--- src/rtl/axil_switch_rd.sv ---
// AXI4-Lite read-channel switch: one master, NUMBER_SLAVE slaves, one outstanding read.
// Illegal addresses are answered locally with DECERR and never reach a slave.
module axil_switch_rd #(
  parameter int NUMBER_SLAVE   = 4,
  parameter int AXI_ADDR_WIDTH = 32,
  parameter int AXI_DATA_WIDTH = 32
) (
  input  logic                                   aclk,
  input  logic                                   areset,
  input  logic [NUMBER_SLAVE-1:0]                slv_select,
  input  logic                                   addr_illegal,
  input  logic [AXI_ADDR_WIDTH-1:0]              m_axil_araddr,
  input  logic                                   m_axil_arvalid,
  output logic                                   m_axil_arready,
  output logic [AXI_DATA_WIDTH-1:0]              m_axil_rdata,
  output logic [1:0]                             m_axil_rresp,
  output logic                                   m_axil_rvalid,
  input  logic                                   m_axil_rready,
  output logic [AXI_ADDR_WIDTH-1:0]              s_axil_araddr,
  output logic [NUMBER_SLAVE-1:0]                s_axil_arvalid,
  input  logic [NUMBER_SLAVE-1:0]                s_axil_arready,
  input  logic [NUMBER_SLAVE*AXI_DATA_WIDTH-1:0] s_axil_rdata,
  input  logic [NUMBER_SLAVE*2-1:0]              s_axil_rresp,
  input  logic [NUMBER_SLAVE-1:0]                s_axil_rvalid,
  output logic [NUMBER_SLAVE-1:0]                s_axil_rready
);

  localparam logic [1:0] IDLE = 2'd0;
  localparam logic [1:0] ADDR = 2'd1;
  localparam logic [1:0] DATA = 2'd2;
  localparam logic [1:0] ERR  = 2'd3;

  localparam logic [1:0] RESP_DECERR = 2'b11;

  logic [1:0]                state;
  logic [1:0]                state_nxt;
  logic [AXI_ADDR_WIDTH-1:0] addr_q;
  logic [NUMBER_SLAVE-1:0]   sel_q;
  logic [NUMBER_SLAVE-1:0]   sel_first;
  logic                      ar_hs;
  logic                      sel_arready;
  logic                      sel_rvalid;
  logic [AXI_DATA_WIDTH-1:0] sel_rdata;
  logic [1:0]                sel_rresp;

  assign ar_hs = m_axil_arvalid && (state == IDLE);

  // Lowest set bit wins when the decoder reports overlapping hits.
  always_comb begin
    sel_first = '0;
    for (int i = NUMBER_SLAVE - 1; i >= 0; i--) begin
      if (slv_select[i]) begin
        sel_first    = '0;
        sel_first[i] = 1'b1;
      end
    end
  end

  always_comb begin
    sel_rdata = '0;
    sel_rresp = '0;
    for (int i = 0; i < NUMBER_SLAVE; i++) begin
      if (sel_q[i]) begin
        sel_rdata = sel_rdata | s_axil_rdata[i*AXI_DATA_WIDTH +: AXI_DATA_WIDTH];
        sel_rresp = sel_rresp | s_axil_rresp[i*2 +: 2];
      end
    end
  end

  assign sel_arready = |(s_axil_arready & sel_q);
  assign sel_rvalid  = |(s_axil_rvalid & sel_q);

  always_comb begin
    state_nxt = state;
    case (state)
      IDLE: begin
        // A request with no decoder hit would otherwise wait forever in ADDR.
        if (ar_hs) begin
          if (addr_illegal || (sel_first == '0)) state_nxt = ERR;
          else                                   state_nxt = ADDR;
        end
      end
      ADDR:    if (sel_arready) state_nxt = DATA;
      DATA:    if (sel_rvalid && m_axil_rready) state_nxt = IDLE;
      ERR:     if (m_axil_rready) state_nxt = IDLE;
      default: state_nxt = IDLE;
    endcase
  end

  always_ff @(posedge aclk or posedge areset) begin
    if (areset) begin
      state  <= IDLE;
      addr_q <= '0;
      sel_q  <= '0;
    end else begin
      state <= state_nxt;
      if (ar_hs) begin
        addr_q <= m_axil_araddr;
        sel_q  <= sel_first;
      end
    end
  end

  assign s_axil_araddr = addr_q;

  // Everything downstream is gated by state, so a reset silences all valids at once.
  always_comb begin
    m_axil_arready = (state == IDLE);
    m_axil_rvalid  = 1'b0;
    m_axil_rdata   = '0;
    m_axil_rresp   = '0;
    s_axil_arvalid = '0;
    s_axil_rready  = '0;
    case (state)
      ADDR: s_axil_arvalid = sel_q;
      DATA: begin
        m_axil_rvalid = sel_rvalid;
        m_axil_rdata  = sel_rdata;
        m_axil_rresp  = sel_rresp;
        s_axil_rready = sel_q & {NUMBER_SLAVE{m_axil_rready}};
      end
      ERR: begin
        m_axil_rvalid = 1'b1;
        m_axil_rresp  = RESP_DECERR;
      end
      default: ;
    endcase
  end

endmodule

--- config.mk ---
export PLATFORM = sky130hd
export DESIGN_NAME = axil_switch_rd
export DESIGN_NICKNAME = d
export VERILOG_FILES = /design/src/rtl/axil_switch_rd.sv
export SDC_FILE = /design/constraint.sdc
export NUM_CORES = 1
export LEC_CHECK = 0
export ABC_AREA = 1
export CORE_AREA = 2 2 101 103
export CTS_CLUSTER_SIZE = 40
export DETAILED_ROUTE_END_ITERATION = 16
export DIE_AREA = 0 0 103 105
export DONT_BUFFER_PORTS = 1
export PLACE_DENSITY = 0.4
export SYNTH_ARGS = -nofsm -noshare
export SYNTH_HDL_FRONTEND = slang
export SYNTH_SLANG_ARGS = --single-unit
--- constraint.sdc ---
create_clock -name aclk -period 1.4 [get_ports aclk]
set_clock_uncertainty 0.05 [all_clocks]
set_input_delay 0.21 -clock aclk [delete_from_list [all_inputs] [get_ports aclk]]
set_output_delay 0.21 -clock aclk [all_outputs]
set_load 0.05 [all_outputs]
---- Word level (Yosys, flattened, before mapping) ----
Index checks and enable logic that the tools add are counted.
word-level totals
  logic and storage cells ................. 50
  input bits .............................. 185
  register bits after elaboration ......... 38
  output and inout port bits .............. 76
cells by class
  reduce and logical (&&, ||, !) cells .... 8
  bitwise gates (word level) .............. 9
  eq/ne operators ......................... 7
  mux-type cells .......................... 23
operators with widths
  cell                  count
  $mux W32              5
  $or A32 B32 Y32       3
  $mux W4               6
  $mux W2               9
  $and A4 B4 Y4         3
  $pmux W2 S4           1
  $reduce_or A4 Y1      2
  $ne A2 B2 Y1 const B  3
  $or A2 B2 Y2          3
  $eq A2 B2 Y1 const B  2
  $logic_not A4 Y1      1
  $pmux W2 S2           1
  $reduce_and A4 Y1     1
  $eq A2 B1 Y1 const B  1
  $logic_and A1 B1 Y1   2
  $logic_not A2 Y1      1
  $ne A2 B1 Y1 const B  1
  $pmux W1 S2           1
  $logic_or A1 B1 Y1    1

---- Logic depth before layout (Yosys ltp) ----
Gate-level depths: netlist of run 1.
  word-level depth ........................ 9
  mapped depth ............................ 8
  mapped depth without buffers ............ 8

---- Worst setup path after synthesis of run 1 ----
OpenSTA, ideal clock, no wires.
  path type ............................... register -> output
  from .................................... register sel_q[1]
  to ...................................... output port s_axil_rready[1]
  cell stages (with the launch flop) ...... 5
  slack ................................... -0.803 ns
  arrival ................................. 1.943 ns
  required time ........................... 1.140 ns
  path buffers ............................ 2
  path through ............................ dfrtp_1 > buf_2 > clkbuf_1 > inv_1 > nor3_1
between the ends
  cells in the longest elaborated chain, start to end .. 2
ends and longest elaborated chain
  item                      RTL line  source
  start: declaration        38        logic [NUMBER_SLAVE-1:0] sel_q;
  start signal: assignment  99        sel_q <= sel_first;
  $and A4 B4 Y4             120       s_axil_rready = sel_q & {NUMBER_SLAVE{m_axil_rready}};
  $mux W4                   114       case (state)
  end: declaration          25        output logic [NUMBER_SLAVE-1:0] s_axil_rready
No other way between the ends.

---- Worst setup path after layout of run 1 ----
  from .................................... register state[0]
  to ...................................... output port m_axil_rdata[28]
between the ends
  cells in the longest elaborated chain, start to end .. 2
ends and longest elaborated chain
  item                      RTL line  source
  start: declaration        35        logic [1:0] state;
  start signal: assignment  96        state <= state_nxt;
  $eq A2 B2 Y1              114
  $mux W32                  114
  end: declaration          15        output logic [AXI_DATA_WIDTH-1:0] m_axil_rdata,
No other way between the ends.

==> impl_metrics.ini, run 1 <==
[setup_path]
cp-start-kind = flop
worstPathCellList = nor2_4 -> inv_6 -> buf_12 -> a41oi_4 -> buf_12
beginning_of_the_worst_register_to_register_path = state[1]
timing.critical_path.fanout_max = 7
timing_worst_setup_path_type = reg2out
worst_path_max_delay_cell = sky130_fd_sc_hd__dfrtp_2
worstSetupEndpointType = output port
worst_path_largest_cell_delay_ns = 0.43
worst_setup_path_startpoint = state[0]
rr_worst_depth = 8
cp_data_arrival_time_ns = 1.50
cp.required_ns = 1.14
path_common_cell = sky130_fd_sc_hd__buf_12

[clock_tree]
ctsRootBufferMaster = sky130_fd_sc_hd__clkbuf_8
clk_transition_reported_paths_ns = 0.07
clock_latency_on_the_worst_skew_pair_ns = 0.29
tritoncts = built
cts.path.max_buffers = 2
cts_htree_levels = 2
cts_inserted_buffers = 5
cts_num_sinks = 38

[synthesis]
per_instance_average_area_after_synthesis_um2 = 6.647
postSynth.asyncResetShare = 1.000
synth.yosys.warnings = 0
synth_seq_area_share = 0.3631
synth-edff-count = 0
ys_seq_elements = 38
synthesis.nets = 579
most_frequently_used_flop_master_after_synthesis = sky130_fd_sc_hd__dfrtp_1
synth.lib_cells_used.distinct = 23
synth.cell_area_um2 = 2619
syn-instance-count = 394

[power_and_ir_drop]
power-per-cell-area_nw_per_um2 = 2486
worst_ir_drop_vdd_v = 0.001679
p_leak_nw = 2.281
overall_power_of_the_completed_layout_w = 0.01440

[route]
drt_iter0_drc = 137
routed_via_density = 5.067
route.final.wire_length_um = 12470
route.vias.total = 3258
route.antenna.remaining_nets = 0
first_pass_iteration_count_of_the_detailed_router = 4
wl_per_cell_um = 19.39
drc = 0

[floorplanning]
die_w_um = 103
height_of_the_die_um = 105
floorplan.initialDensity = 0.2717
dieArea_um2 = 10820
std_cell_rows = 36
floorplan.core_area_um2 = 9639
boundaryPins = 261

[worst_hold_path]
min_from = slv_select[2]
min_delay_path_depth = 2
tightest_hold_check_type = in2reg

[global_route]
globalRoute.totalOverflow = 0
grt_pass1_vias = 3409
initial_antenna_violation_count = 0
grt_util_all_layers = 0.2188
maximum_number_of_pins_on_one_net_before_global_route_repair = 39
grt_pass1_wl_um = 18310

[placement]
placement.io_buffers = 0
dp_hpwl_um = 8844
gpl.final_weighted_congestion = 0.7547

[finish]
nNetsFinal = 695
layout_common_cells = 186 x sky130_fd_sc_hd__nand2_1, 61 x sky130_fd_sc_hd__buf_12, 41 x sky130_fd_sc_hd__nand2_2, 34 x sky130_fd_sc_hd__dfrtp_1
synthToLayoutAreaGrowth_pct = 121.1
num_antenna_cells = 0
final_common_cell = sky130_fd_sc_hd__nand2_1
layout.core_utilization = 0.6007
n_fill_cell = 840
fraction_of_final_layout_cells_sized_beyond_drive_strength_1 = 0.4686

[timing]
fmax_mhz = 568.8
final_min_period_over_clock_period = 1.256
hold_viol_final = 0
max-slew-margin-rel = 0.6313
worst_pin_slew_ns = 0.5530
setup_viol_count_final = 82
grt_setup_unrepaired = true
post-route-min-period_ns = 1.758
slew_violations = 0
post-route-worst-setup-slack_ns = -0.3580

[run_status]
failed_checks = setup timing
outcome = finished with violations

[job]
drv.max_cap_violation_count = 0
==> cell type report <==
cell class,count,area [um2],share of cell area
repair inverters,1,11.26,0.001945
multi-input cells,318,2471,0.4268
clock buffers,6,82.58,0.01426
flip-flops and latches,38,955.9,0.1651
well taps,133,166.4,0.02874
inverters,13,77.57,0.01340
repair buffers,133,1996,0.3446
clock inverters,1,30.03,0.005186
==> state kept, by name (all words and copies together) (netlist names) <==
register,cells
s_axil_araddr,32
sel_q,4
state,2
==> report_power, final <==
part | total (W) | switching (W) | internal [W]
combinational | 0.00979 | 0.00526 | 0.00453
sequential | 0.00366 | 0.00207 | 0.00159
clock | 0.000950 | 0.000380 | 0.000570
total | 0.0144 | 0.00771 | 0.00669
==> what timing repair did <==
action / 4_1_cts / 5_1_grt
endpoints found under the hold margin: 70 / 0
setup endpoints to repair: 69 / 82
gates cloned: 9 / 1
gates resized for setup: 45 / 108
pin swaps: 13 / 24
hold buffers: 33 / 0
setup buffers: 16 / 7
==> worst paths after layout <==
path	endpoint	slack [ns]
worst max-delay path	m_axil_rdata[28]	-0.36
worst min-delay path	sel_q[2]	0.02
worst max register to register	sel_q[0]	-0.23
worst min register to register	sel_q[0]	0.70
max in group asynchronous	sel_q[1]	0.49
min in group asynchronous	s_axil_araddr[24]	0.45
==> routing by layer <==
layer	part of all wire	global-route usage	vias to the layer above	wire (um)
met1	0.32	0.2272	1555	4016
li1	-	-	1512	-
met4	0.024	0.06391	0	295
met3	0.089	0.05284	23	1112
met5	0	0	-	0
met2	0.56	0.4207	168	7041
==> cell families after synthesis <==
kind of cell | synth area share
AND/OR/NAND/NOR | 0.4018
AO/OA/AOI/OAI | 0.1562
buffers and inverters | 0.07883
flip-flops | 0.3631
==> stage by stage <==
stage / instances / hold WS [ns] / setup TNS [ns] / setup WS [ns] / area [um2]
after detailed placement: 577 / 0.2025 / -1.484 / -0.06416 / 4523
after global placement: 577 / 0.1957 / -1.060 / -0.04941 / 4523
after CTS: 642 / 0.008387 / -20.85 / -0.3472 / 5455
after floorplan: 394 / 0.2696 / -5.345 / -0.2140 / 3309
after global routing: 643 / 0.009728 / -24.23 / -0.4109 / 5791
final: 643 / 0.01769 / -19.63 / -0.3580 / 5791
==> synth_stat cells (3+ instances only) <==
master,number,area [um2]
sky130_fd_sc_hd__o21ai_0,5,25.02
sky130_fd_sc_hd__nand2_1,249,934.7
sky130_fd_sc_hd__inv_1,10,37.54
sky130_fd_sc_hd__a41oi_1,27,236.5
sky130_fd_sc_hd__inv_2,3,11.26
sky130_fd_sc_hd__dfrtp_1,38,950.9
sky130_fd_sc_hd__nor2_1,10,37.54
sky130_fd_sc_hd__a21oi_1,3,15.01
sky130_fd_sc_hd__a41oi_2,7,113.9
sky130_fd_sc_hd__nand3_1,4,20.02
sky130_fd_sc_hd__buf_2,9,45.04
sky130_fd_sc_hd__clkbuf_1,9,33.78
sky130_fd_sc_hd__nor3_1,5,25.02
sky130_fd_sc_hd__buf_6,6,67.56
==> worst max-delay path: cells and delay by family, from the launching register on <==
kind | cells | cell delay, ns
AND/OR/NAND/NOR | 1 | 0.16
flip-flops | 1 | 0.43
AO/OA/AOI/OAI | 1 | 0.21
buffers and inverters | 3 | 0.40
(Power assumes the default switching activity.)
==> run 2: changes to the inputs <==
--- a/config.mk
+++ b/config.mk
@@ -6,12 +6,15 @@
 export NUM_CORES = 1
 export LEC_CHECK = 0
 export ABC_AREA = 1
+export CAP_MARGIN = 20
 export CORE_AREA = 2 2 101 103
 export CTS_CLUSTER_SIZE = 40
 export DETAILED_ROUTE_END_ITERATION = 16
 export DIE_AREA = 0 0 103 105
 export DONT_BUFFER_PORTS = 1
+export GPL_ROUTABILITY_DRIVEN = 1
 export PLACE_DENSITY = 0.4
+export SLEW_MARGIN = 5
 export SYNTH_ARGS = -nofsm -noshare
 export SYNTH_HDL_FRONTEND = slang
 export SYNTH_SLANG_ARGS = --single-unit
==> results of run 2 <==
No change in the layout: final DEF, timing and power equal those of run 1.
